<file path="src/rtl/conv_mac_accumulator_pkg.sv">
// rtl/conv_mac_accumulator_pkg.sv - shared constants and flush FSM encodings for the conv MAC accumulator
//   BYTE          : pixel / weight / result width
//   ACC_W_DEF     : default accumulator width
//   CLAMP_MIN/MAX : signed 8-bit saturation bounds of the written result
//   DRAIN_CYCLES  : cycles the flush FSM waits for in-flight MAC terms
//   conv_state_t  : flush FSM states IDLE / RUN / DRAIN / DONE
package conv_mac_accumulator_pkg;

   localparam int BYTE         = 8;
   localparam int ACC_W_DEF    = 32;
   localparam int CLAMP_MIN    = -128;
   localparam int CLAMP_MAX    = 127;
   localparam int DRAIN_CYCLES = 3;

   typedef enum logic [1:0] {
      ST_IDLE  = 2'd0,
      ST_RUN   = 2'd1,
      ST_DRAIN = 2'd2,
      ST_DONE  = 2'd3
   } conv_state_t;

endpackage

</file>
<file path="src/rtl/conv_requant.sv">
// rtl/conv_requant.sv - combinational requantiser: arithmetic shift, optional ReLU, clamp to 8 bits
//   i_acc  in  ACC_W  signed accumulator of a completed window
//   o_data out 8      signed saturated result
// Build option: CONV_RELU_EN forces negative results to zero before the clamp.
module conv_requant
   import conv_mac_accumulator_pkg::*;
#(
   parameter int ACC_W     = ACC_W_DEF,
   parameter int OUT_SHIFT = 8
) (
   input  logic signed [ACC_W-1:0] i_acc,
   output logic signed [BYTE-1:0]  o_data
);

   localparam logic signed [ACC_W-1:0] L_MAX = ACC_W'(CLAMP_MAX);
   localparam logic signed [ACC_W-1:0] L_MIN = ACC_W'(CLAMP_MIN);

   logic signed [ACC_W-1:0] w_shifted;

   always_comb begin
      w_shifted = i_acc >>> OUT_SHIFT;
`ifdef CONV_RELU_EN
      if (w_shifted < 0) begin
         w_shifted = '0;
      end
`else
`endif
      if (w_shifted > L_MAX) begin
         o_data = 8'sh7f;
      end else if (w_shifted < L_MIN) begin
         o_data = 8'sh80;
      end else begin
         o_data = w_shifted[BYTE-1:0];
      end
   end

endmodule

</file>
<file path="src/rtl/conv_mac_accumulator.sv">
// rtl/conv_mac_accumulator.sv - per-window signed MAC, bias seed, requantise and output-memory write
//   clk, reset          : rising-edge clock, asynchronous active-high reset
//   en_sum, en_save     : MAC-term / new-window strobes from the loop-nest iterator
//   fin                 : iterator finished (level); flushes the open window
//   i, j, k             : channel / row / col of the window named by en_save
//   img_data, wt_data   : signed BRAM read data, valid the cycle after en_sum
//   bias                : signed channel bias, sampled with en_save
//   out_we/addr/data    : one-cycle write of a completed window
//   done                : sticky, every result written
// Build option: CONV_RELU_EN writes negative results as zero.
module conv_mac_accumulator
   import conv_mac_accumulator_pkg::*;
#(
   parameter int CONV_DIM_OUT = 32,
   parameter int CONV_OUT_CH  = 32,
   parameter int BIAS_SHIFT   = 0,
   parameter int OUT_SHIFT    = 8,
   parameter int ACC_W        = ACC_W_DEF
) (
   input  logic                   clk,
   input  logic                   reset,
   input  logic                   en_sum,
   input  logic                   en_save,
   input  logic                   fin,
   input  logic [7:0]             i,
   input  logic [7:0]             j,
   input  logic [7:0]             k,
   input  logic signed [BYTE-1:0] img_data,
   input  logic signed [BYTE-1:0] wt_data,
   input  logic signed [BYTE-1:0] bias,
   output logic                   out_we,
   output logic [15:0]            out_addr,
   output logic signed [BYTE-1:0] out_data,
   output logic                   done
);

   localparam int L_PLANE = CONV_DIM_OUT * CONV_DIM_OUT;

   generate
      if (CONV_OUT_CH * L_PLANE > 65536) begin : g_addr_range_chk
         $error("conv_mac_accumulator: output map does not fit a 16-bit address");
      end
   endgenerate

   // flush FSM
   conv_state_t r_state, w_state_nxt;
   logic [1:0]  r_cnt, w_cnt_nxt;
   logic        w_accept;
   logic        w_flush;

   // S1 / S2 / S3 pipeline
   logic                   r1_sum, r1_save;
   logic [15:0]            r1_addr;
   logic signed [BYTE-1:0] r1_bias;
   logic                   r2_sum, r2_save;
   logic [15:0]            r2_addr;
   logic signed [BYTE-1:0] r2_bias;
   logic signed [15:0]     r2_prod;
   logic signed [ACC_W-1:0] r_acc;
   logic [15:0]            r_addr;
   logic                   r_open;

   // hand-off and output stage
   logic                   r_ho_valid;
   logic signed [ACC_W-1:0] r_ho_acc;
   logic [15:0]            r_ho_addr;
   logic                   r_out_we;
   logic [15:0]            r_out_addr;
   logic signed [BYTE-1:0] r_out_data;
   logic                   r_done;

   logic [15:0]             w_addr;
   logic signed [15:0]      w_prod;
   logic signed [ACC_W-1:0] w_prod_ext;
   logic signed [ACC_W-1:0] w_seed;
   logic signed [ACC_W-1:0] w_term;
   logic signed [BYTE-1:0]  w_req;

   // Truncation to 16 bits is exact: the elaboration check keeps every legal index in range.
   assign w_addr     = 16'(i) * 16'(L_PLANE) + 16'(j) * 16'(CONV_DIM_OUT) + 16'(k);
   assign w_prod     = img_data * wt_data;
   assign w_prod_ext = $signed({{(ACC_W-16){r2_prod[15]}}, r2_prod});
   assign w_seed     = $signed({{(ACC_W-BYTE){r2_bias[BYTE-1]}}, r2_bias}) <<< BIAS_SHIFT;
   assign w_term     = r2_sum ? w_prod_ext : '0;

   always_ff @(posedge clk or posedge reset) begin
      if (reset) begin
         r_state <= ST_IDLE;
         r_cnt   <= '0;
      end else begin
         r_state <= w_state_nxt;
         r_cnt   <= w_cnt_nxt;
      end
   end

   always_comb begin
      w_state_nxt = r_state;
      w_cnt_nxt   = r_cnt;
      w_accept    = 1'b0;
      w_flush     = 1'b0;
      case (r_state)
         ST_IDLE: begin
            w_accept = 1'b1;
            if (en_save) begin
               w_state_nxt = ST_RUN;
            end else if (fin) begin
               w_state_nxt = ST_DONE;
            end
         end
         ST_RUN: begin
            // Strobes issued alongside fin are still taken; the drain covers them.
            w_accept = 1'b1;
            if (fin) begin
               w_state_nxt = ST_DRAIN;
               w_cnt_nxt   = '0;
            end
         end
         ST_DRAIN: begin
            if (r_cnt == 2'(DRAIN_CYCLES - 1)) begin
               w_flush     = 1'b1;
               w_state_nxt = ST_DONE;
            end else begin
               w_cnt_nxt = r_cnt + 2'd1;
            end
         end
         default: begin
            w_state_nxt = ST_DONE;
         end
      endcase
   end

   always_ff @(posedge clk or posedge reset) begin
      if (reset) begin
         r1_sum  <= 1'b0;
         r1_save <= 1'b0;
         r1_addr <= '0;
         r1_bias <= '0;
         r2_sum  <= 1'b0;
         r2_save <= 1'b0;
         r2_addr <= '0;
         r2_bias <= '0;
         r2_prod <= '0;
      end else begin
         r1_sum  <= en_sum & w_accept;
         r1_save <= en_save & w_accept;
         r1_addr <= w_addr;
         r1_bias <= bias;
         // BRAM data belonging to the S1 strobe arrives this cycle.
         r2_sum  <= r1_sum;
         r2_save <= r1_save;
         r2_addr <= r1_addr;
         r2_bias <= r1_bias;
         r2_prod <= w_prod;
      end
   end

   always_ff @(posedge clk or posedge reset) begin
      if (reset) begin
         r_acc      <= '0;
         r_addr     <= '0;
         r_open     <= 1'b0;
         r_ho_valid <= 1'b0;
         r_ho_acc   <= '0;
         r_ho_addr  <= '0;
      end else begin
         r_ho_valid <= r_open & (r2_save | w_flush);
         if (r_open & (r2_save | w_flush)) begin
            r_ho_acc  <= r_acc;
            r_ho_addr <= r_addr;
         end
         if (r2_save) begin
            // The coincident term belongs to the new window, not the one handed off.
            r_acc  <= w_seed + w_term;
            r_addr <= r2_addr;
            r_open <= 1'b1;
         end else begin
            if (r2_sum) begin
               r_acc <= r_acc + w_prod_ext;
            end
            if (w_flush) begin
               r_open <= 1'b0;
            end
         end
      end
   end

   conv_requant #(
      .ACC_W     (ACC_W),
      .OUT_SHIFT (OUT_SHIFT)
   ) u_requant (
      .i_acc  (r_ho_acc),
      .o_data (w_req)
   );

   always_ff @(posedge clk or posedge reset) begin
      if (reset) begin
         r_out_we   <= 1'b0;
         r_out_addr <= '0;
         r_out_data <= '0;
         r_done     <= 1'b0;
      end else begin
         r_out_we <= r_ho_valid;
         if (r_ho_valid) begin
            r_out_addr <= r_ho_addr;
            r_out_data <= w_req;
         end
         // Rises together with the flush write, so done implies everything landed.
         if (r_state == ST_DONE) begin
            r_done <= 1'b1;
         end
      end
   end

   assign out_we   = r_out_we;
   assign out_addr = r_out_addr;
   assign out_data = r_out_data;
   assign done     = r_done;

endmodule
</file>
<file path="config.mk">
export PLATFORM = sky130hd
export DESIGN_NAME = conv_mac_accumulator
export DESIGN_NICKNAME = d
export VERILOG_FILES = /design/src/rtl/conv_mac_accumulator_pkg.sv /design/src/rtl/conv_requant.sv /design/src/rtl/conv_mac_accumulator.sv
export SDC_FILE = /design/constraint.sdc
export NUM_CORES = 1
export LEC_CHECK = 0
export CAP_MARGIN = 10
export CELL_PAD_IN_SITES_DETAIL_PLACEMENT = 0
export CELL_PAD_IN_SITES_GLOBAL_PLACEMENT = 1
export CORE_MARGIN = 5
export CORE_UTILIZATION = 40
export CTS_CLUSTER_DIAMETER = 200
export CTS_CLUSTER_SIZE = 24
export DETAILED_ROUTE_END_ITERATION = 7
export PLACE_DENSITY_LB_ADDON = 0.08
export SYNTH_ARGS = -nofsm -noshare
export SYNTH_HDL_FRONTEND = slang
export SYNTH_SLANG_ARGS = --single-unit
</file>
<file path="constraint.sdc">
create_clock -name clk -period 13.46 [get_ports clk]
set_clock_uncertainty 0.05 [all_clocks]
set_input_delay 1.346 -clock clk [delete_from_list [all_inputs] [get_ports clk]]
set_output_delay 1.346 -clock clk [all_outputs]
set_load 0.02 [all_outputs]
</file>
==> flow_metrics.env, run 1 <==
export IMPL_power_density_nw_per_um2=208
export IMPL_die_w_um=180
export IMPL_ir_worst_vdd_mv=0.106
export IMPL_clkSlewWorstSetupHoldPaths_ps=80
export IMPL_synth_compound_area_frac=0.129
export IMPL_grtUsageMet3=0.0218
export IMPL_setup_violations=0
export IMPL_drc=0
export IMPL_synthMuxAreaShare=0.0415
export IMPL_mostFrequentLayoutCells="187 x dfrtp_1, 164 x nand2_1, 120 x inv_1, 83 x ha_1, 76 x clkdlybuf4s50_1"
export IMPL_num_antenna_cells=0
export IMPL_use_met2=0.265
export IMPL_grt_antenna_before_repair=0
export IMPL_dp_hpwl_um=18200
export IMPL_p_int_w=0.00167
export IMPL_cts_root_buf="clkbuf_16"
export IMPL_worstSetupStartpoint="wt_data[4]"
export IMPL_cap_violations=0
export IMPL_vias_per_cell=4.87
export IMPL_wl_per_cell_um=15.0
export IMPL_cts_made_buffers=17
export IMPL_hold_path_depth=0
export IMPL_ant_nets=0
export IMPL_cts_sinks=188
export IMPL_tns_ps=0
export IMPL_synth_edf_count=0
export IMPL_yosysWarnings=0
export IMPL_busiest_layer="met2"
export IMPL_synth_seq_cells=188
export IMPL_ff2ff_path_depth=14
export IMPL_cp_top_family="adder cells"
export IMPL_synth_avg_cell_area_um2=10.1
export IMPL_chipHeight_um=180
export IMPL_wl_um=24400
export IMPL_hold_ws_ps=295
export IMPL_critical_path_arrival_ps=6000
export IMPL_synthXorXnorAreaFrac=0.0437
export IMPL_synthArstFlopShare=1.00
export IMPL_drtPass1Iterations=4
export IMPL_start_util=0.405
export IMPL_drive_gt1_frac=0.0749
export IMPL_ctsHoldBuffers=0
export IMPL_rr_startpoint="r2_sum"
export IMPL_syn_num_nets=1350
export IMPL_r2r_slack_ps=9710
export IMPL_grt_pass1_wl_um=42400
export IMPL_portBuffers=76
export IMPL_p_seq_frac=0.310
export IMPL_cts_buffer_depth=2
export IMPL_met1_usage=0.216
export IMPL_worstHoldPathType="reg -> reg"
export IMPL_insertion_delay_ps=440
export IMPL_yosys_cell_types_count=65
export IMPL_crit_type="in -> reg"
export IMPL_cts_tree="built"
export IMPL_synth_area_leaders="dfrtp_1 40%, fa_1 10%, ha_1 8.9%"
export IMPL_slew_headroom=0.380
export IMPL_rsz0062_at_grt="no"
export IMPL_nFillCells=2781
export IMPL_synth_simple_gate_area_frac=0.139
export IMPL_overflow=0
export IMPL_final_common_cell="dfrtp_1"
export IMPL_fin_crit_ps=5730
export IMPL_cp_slowest_cell="clkdlybuf4s50_1"
export IMPL_track_usage=0.157
export IMPL_htree_levels=4
export IMPL_ys_seq_area_frac=0.405
export IMPL_core_area_um2=28700
export IMPL_io_pins=79
export IMPL_switching_share=0.404
export IMPL_place_congestion=0.799
export IMPL_hold_viol=0
export IMPL_worst_slew_pin_slew_ps=926
export IMPL_yosysTopAreaCellShare=0.405
export IMPL_critPathMaxStageDelay_ps=640
export IMPL_syn_cell_area_um2=11600
export IMPL_status="completed"
export IMPL_final_period_utilization=0.426
export IMPL_netSwitchingPower_w=0.00113
export IMPL_first_iter_violations=339
export IMPL_die_area_um2=32600
export IMPL_combinationalPowerShare=0.505
export IMPL_reg2reg_to="r_acc[20]"
export IMPL_crit_cells=19
export IMPL_endpoint="r2_prod[15]"
export IMPL_final_max_slew_viol_count=0
export IMPL_p_leak_nw=6.38
export IMPL_cp_start_kind="input pin"
export IMPL_netlist_instances=1154
export IMPL_grt_max_degree=127
export IMPL_ctsResizeCount=0
export IMPL_yosysTopAreaCell="dfrtp_1"
export IMPL_synth_top_family_by_area="adder cells"
export IMPL_path_buf_inv=4
export IMPL_worst_setup_path_end_kind="flop"
export IMPL_grt_pass1_vias=8433
export IMPL_synth_flop_cell="dfrtp_1"
export IMPL_fin_nets=1424
export IMPL_worstPathRequired_ps=13730
export IMPL_rows=62
export IMPL_pwr_share_clk=0.185
export IMPL_post_route_util=0.468
export IMPL_cts_setup_buffers=0
export IMPL_critPathMaxFanout=8
export IMPL_vias=7919
export IMPL_fmax_mhz=175
export IMPL_crit_chain="clkdlybuf4s50_1, nand2_1, fa_1, fa_1, inv_1, ha_1, inv_1, fa_1, inv_1, ha_1, a21o_1, a21oi_1, o21bai_1, a21oi_1, nor2b_1, o2111ai_1, nand3_1, o41a_1, xnor2_1"
export IMPL_synthAdderAreaFrac=0.193
export IMPL_area_growth_pct=15.6
routing by layer:
layer  vias up  wire (um)
met5         -          0
met4         0        386
met3        21        352
met2        66      11700
met1      3815      12000
li1       4017          -
cell type report:
class,instances,area [um^2],area share
clock buffers,18,439,0.0327
clock inverters,14,174,0.0129
inverters,122,465,0.0346
multi-input cells,815,6350,0.473
flip-flops and latches,188,4710,0.350
well taps,384,480,0.0358
repair buffers,84,821,0.0611
synth_stat cells (7+ instances only):
| cell type | count |
|---|---|
| a211oi_1 | 13 |
| a21o_1 | 27 |
| a21oi_1 | 60 |
| and2_1 | 55 |
| and3_1 | 8 |
| clkbuf_1 | 24 |
| dfrtp_1 | 188 |
| fa_1 | 60 |
| ha_1 | 83 |
| inv_1 | 121 |
| mux2_2 | 33 |
| mux2i_1 | 11 |
| nand2_1 | 164 |
| nand2b_1 | 11 |
| nand3_1 | 8 |
| nand4_1 | 8 |
| nor2_1 | 54 |
| nor2b_1 | 12 |
| nor3_1 | 9 |
| o21a_1 | 9 |
| o21ai_0 | 44 |
| o21bai_1 | 9 |
| o22ai_1 | 7 |
| xnor2_1 | 44 |
| xor2_1 | 14 |
registers in the layout, summed over array words and instances, names as in the netlist, 16 cells and up:
name and cells:
out_addr 16, r1_addr 16, r2_addr 16, r2_prod 16
r_acc 32, r_addr 16, r_ho_acc 24, r_ho_addr 16
worst min-delay path by stage:
stage | start | end | slack (ps)
after floorplan | r1_addr[0] | r2_addr[0] | 280
after global placement | r1_addr[8] | r2_addr[8] | 280
after detailed placement | r1_addr[13] | r2_addr[13] | 280
after CTS | r1_addr[11] | r2_addr[11] | 300
after global routing | r1_addr[11] | r2_addr[11] | 300
final | r1_addr[11] | r2_addr[11] | 290
per-stage QoR:
step                      setup slack (ps)  std cells  total power (W)  instance area (um^2)
after floorplan                       6950       1154          0.00195                 11600
after detailed placement              7260       1593          0.00230                 12800
final                                 7730       1625          0.00280                 13400
after global routing                  7440       1625          0.00307                 13400
after CTS                             7710       1625          0.00284                 13400
after global placement                7270       1593          0.00229                 12800
power groups by stage:
stage | registers, W | clock network [W] | logic [W]
2_1_floorplan | 0.000870 | 0 | 0.00108
3_3_place_gp | 0.000877 | 0 | 0.00141
3_5_place_dp | 0.000880 | 0 | 0.00142
4_1_cts | 0.000871 | 0.000536 | 0.00143
5_1_grt | 0.000891 | 0.000563 | 0.00161
6_report | 0.000867 | 0.000518 | 0.00141
logic make-up after synthesis:
family,Yosys count
and+or+nand+nor,347
muxes,44
adders and majority gates,143
buffers and inverters,151
AOI/OAI and AO/OA,223
xor gates and xnor gates,58
DFF,188
Note: power is estimated with default switching activity, not from simulation.
==> run 2: changes to the inputs <==
clock period = 5.8 ns   (was 13.46 ns; I/O delays follow)
==> run 2 against run 1 <==
Against the previous run: first-iteration DRC count rose by 10%; register-to-register slack got worse by 7500 ps; critical path depth stayed put; sequential power is 130% higher; global-route usage barely moved; combinational power grew 130%; worst setup slack lost 6900 ps; cell count increased by 0.12%; routed wire length increased by 1.3%; die area stayed put; flip-flop and latch count unchanged; critical endpoint is now r2_prod[14].
==> flow_metrics.env, run 2 (synthesis gave the netlist of run 1 again) <==
export IMPL_status="completed"
export IMPL_grt_pass1_wl_um=42400
export IMPL_p_seq_frac=0.313
export IMPL_fin_crit_ps=4930
export IMPL_switching_share=0.407
export IMPL_vias_per_cell=4.93
export IMPL_cap_violations=0
export IMPL_first_iter_violations=373
export IMPL_cts_root_buf="clkbuf_16"
export IMPL_grt_antenna_before_repair=0
export IMPL_ctsHoldBuffers=0
export IMPL_num_antenna_cells=0
export IMPL_chipHeight_um=180
export IMPL_io_pins=79
export IMPL_insertion_delay_ps=430
export IMPL_grt_max_degree=102
export IMPL_core_area_um2=28700
export IMPL_wl_per_cell_um=15.2
export IMPL_dp_cells=1595
export IMPL_min_from="r1_addr[9]"
export IMPL_vias=8024
export IMPL_grt_pass1_vias=8408
export IMPL_die_area_um2=32600
export IMPL_combinationalPowerShare=0.513
export IMPL_cts_sinks=188
export IMPL_drc=0
export IMPL_track_usage=0.157
export IMPL_drive_gt1_frac=0.0764
export IMPL_p_total_w=0.00642
export IMPL_hold_ws_ps=292
export IMPL_critical_path_arrival_ps=5230
export IMPL_ant_nets=0
export IMPL_largest_reg_flops=32
export IMPL_die_w_um=180
export IMPL_cts_buffer_depth=2
export IMPL_cts_setup_buffers=0
export IMPL_setup_violations=0
export IMPL_stdcell_count=1627
export IMPL_area_growth_pct=15.3
export IMPL_p_int_w=0.00381
export IMPL_crit_type="in -> reg"
export IMPL_max_flop_register="r_acc"
export IMPL_clkSlewWorstSetupHoldPaths_ps=70
export IMPL_worst_setup_path_end_kind="flop"
export IMPL_top_regs="r_acc: 32 flops, r_ho_acc: 24 flops"
export IMPL_overflow=0
export IMPL_drtPass1Iterations=4
export IMPL_p_leak_nw=6.37
export IMPL_worstSetupStartpoint="wt_data[3]"
export IMPL_multiInputGateArea_um2=6350
export IMPL_wl_um=24700
export IMPL_rsz0062_at_grt="no"
export IMPL_power_density_nw_per_um2=479
export IMPL_cts_tree="built"
export IMPL_fmax_mhz=203
export IMPL_rows=62
export IMPL_netSwitchingPower_w=0.00261
export IMPL_cp_start_kind="input pin"
export IMPL_tns_ps=0
export IMPL_final_common_cell="dfrtp_1"
export IMPL_htree_levels=4
export IMPL_place_congestion=0.785
export IMPL_critPathMaxFanout=8
export IMPL_final_max_slew_viol_count=0
export IMPL_hold_viol=0
export IMPL_start_util=0.405
export IMPL_worstHoldPathType="reg -> reg"
export IMPL_portBuffers=76
export IMPL_dp_hpwl_um=18600
export IMPL_fin_nets=1426
export IMPL_pwr_share_clk=0.174
export IMPL_mostFrequentLayoutCells="187 x dfrtp_1, 164 x nand2_1, 120 x inv_1, 83 x ha_1, 76 x clkdlybuf4s50_1"
export IMPL_rr_startpoint="r2_sum"
export IMPL_worstPathRequired_ps=6100
export IMPL_cts_made_buffers=17
export IMPL_ctsResizeCount=0
export IMPL_seq_area_um2=4710
export IMPL_slew_headroom=0.356
export IMPL_nFillCells=2755
export IMPL_worst_slew_pin_slew_ps=967
export IMPL_final_period_utilization=0.850
export IMPL_ir_worst_vdd_mv=0.256
==> run 2: cell count changes in the layout (fill, tap and decap cells not counted), sizes merged <==
cell      delta
buf          +2
clkinv       +1
clkbuf       -1
clkinvlp     +1
bufinv       -1
==> run 2: worst paths after layout <==
kind / to / slack (ps) / depth (start not counted)
worst max-delay path: r2_prod[14] / 870 / 19
worst min-delay path: r2_addr[9] / 290 / 0
worst max register to register: r_acc[28] / 2250 / 13
worst min register to register: r2_addr[9] / 290 / 0
max in group asynchronous: r2_save / 3960 / 3
min in group asynchronous: r_ho_addr[0] / 640 / 2
==> run 2: routing by layer <==
layer	vias up	wire (um)	GRT usage
met1	3930	11900	0.212
met2	71	12200	0.272
li1	4012	-	-
met5	-	0	0
met4	0	248	0.0348
met3	11	392	0.0216
==> run 2: layout make-up <==
cell class              instances  area share
inverters                     122      0.0347
flip-flops and latches        188       0.351
well taps                     384      0.0359
clock buffers                  17      0.0318
repair buffers                 86      0.0624
clock inverters                15     0.00981
multi-input cells             815       0.474
==> run 2: worst max-delay path, stage by stage <==
cell             delay, ps
clkdlybuf4s50_1        650
nand2_1                120
fa_1                   430
fa_1                   550
inv_1                   40
ha_1                   270
inv_1                   50
fa_1                   530
inv_1                   70
fa_1                   460
a21o_1                 200
a21oi_1                240
o21bai_1               100
a21oi_1                230
o21bai_1                90
a21oi_1                230
o21bai_1                90
a21oi_1                180
xnor2_1                140
==> run 2: metrics by stage <==
| step | worst slack, ps | util | instance area [um^2] |
|---|---|---|---|
| after floorplan | 56.2 | - | 11600 |
| after global placement | 404 | 0.447 | 12800 |
| after detailed placement | 379 | 0.447 | 12800 |
| after CTS | 824 | 0.467 | 13400 |
| after global routing | 544 | 0.467 | 13400 |
| final | 871 | 0.467 | 13400 |
==> run 2: power by group through the flow <==
stage,Sequential (W),Combinational (W),Clock [W]
global placement,0.00204,0.00327,0
finish,0.00201,0.00329,0.00112
global route,0.00207,0.00374,0.00121
CTS,0.00202,0.00332,0.00116
floorplan,0.00202,0.00251,0
detailed placement,0.00204,0.00330,0
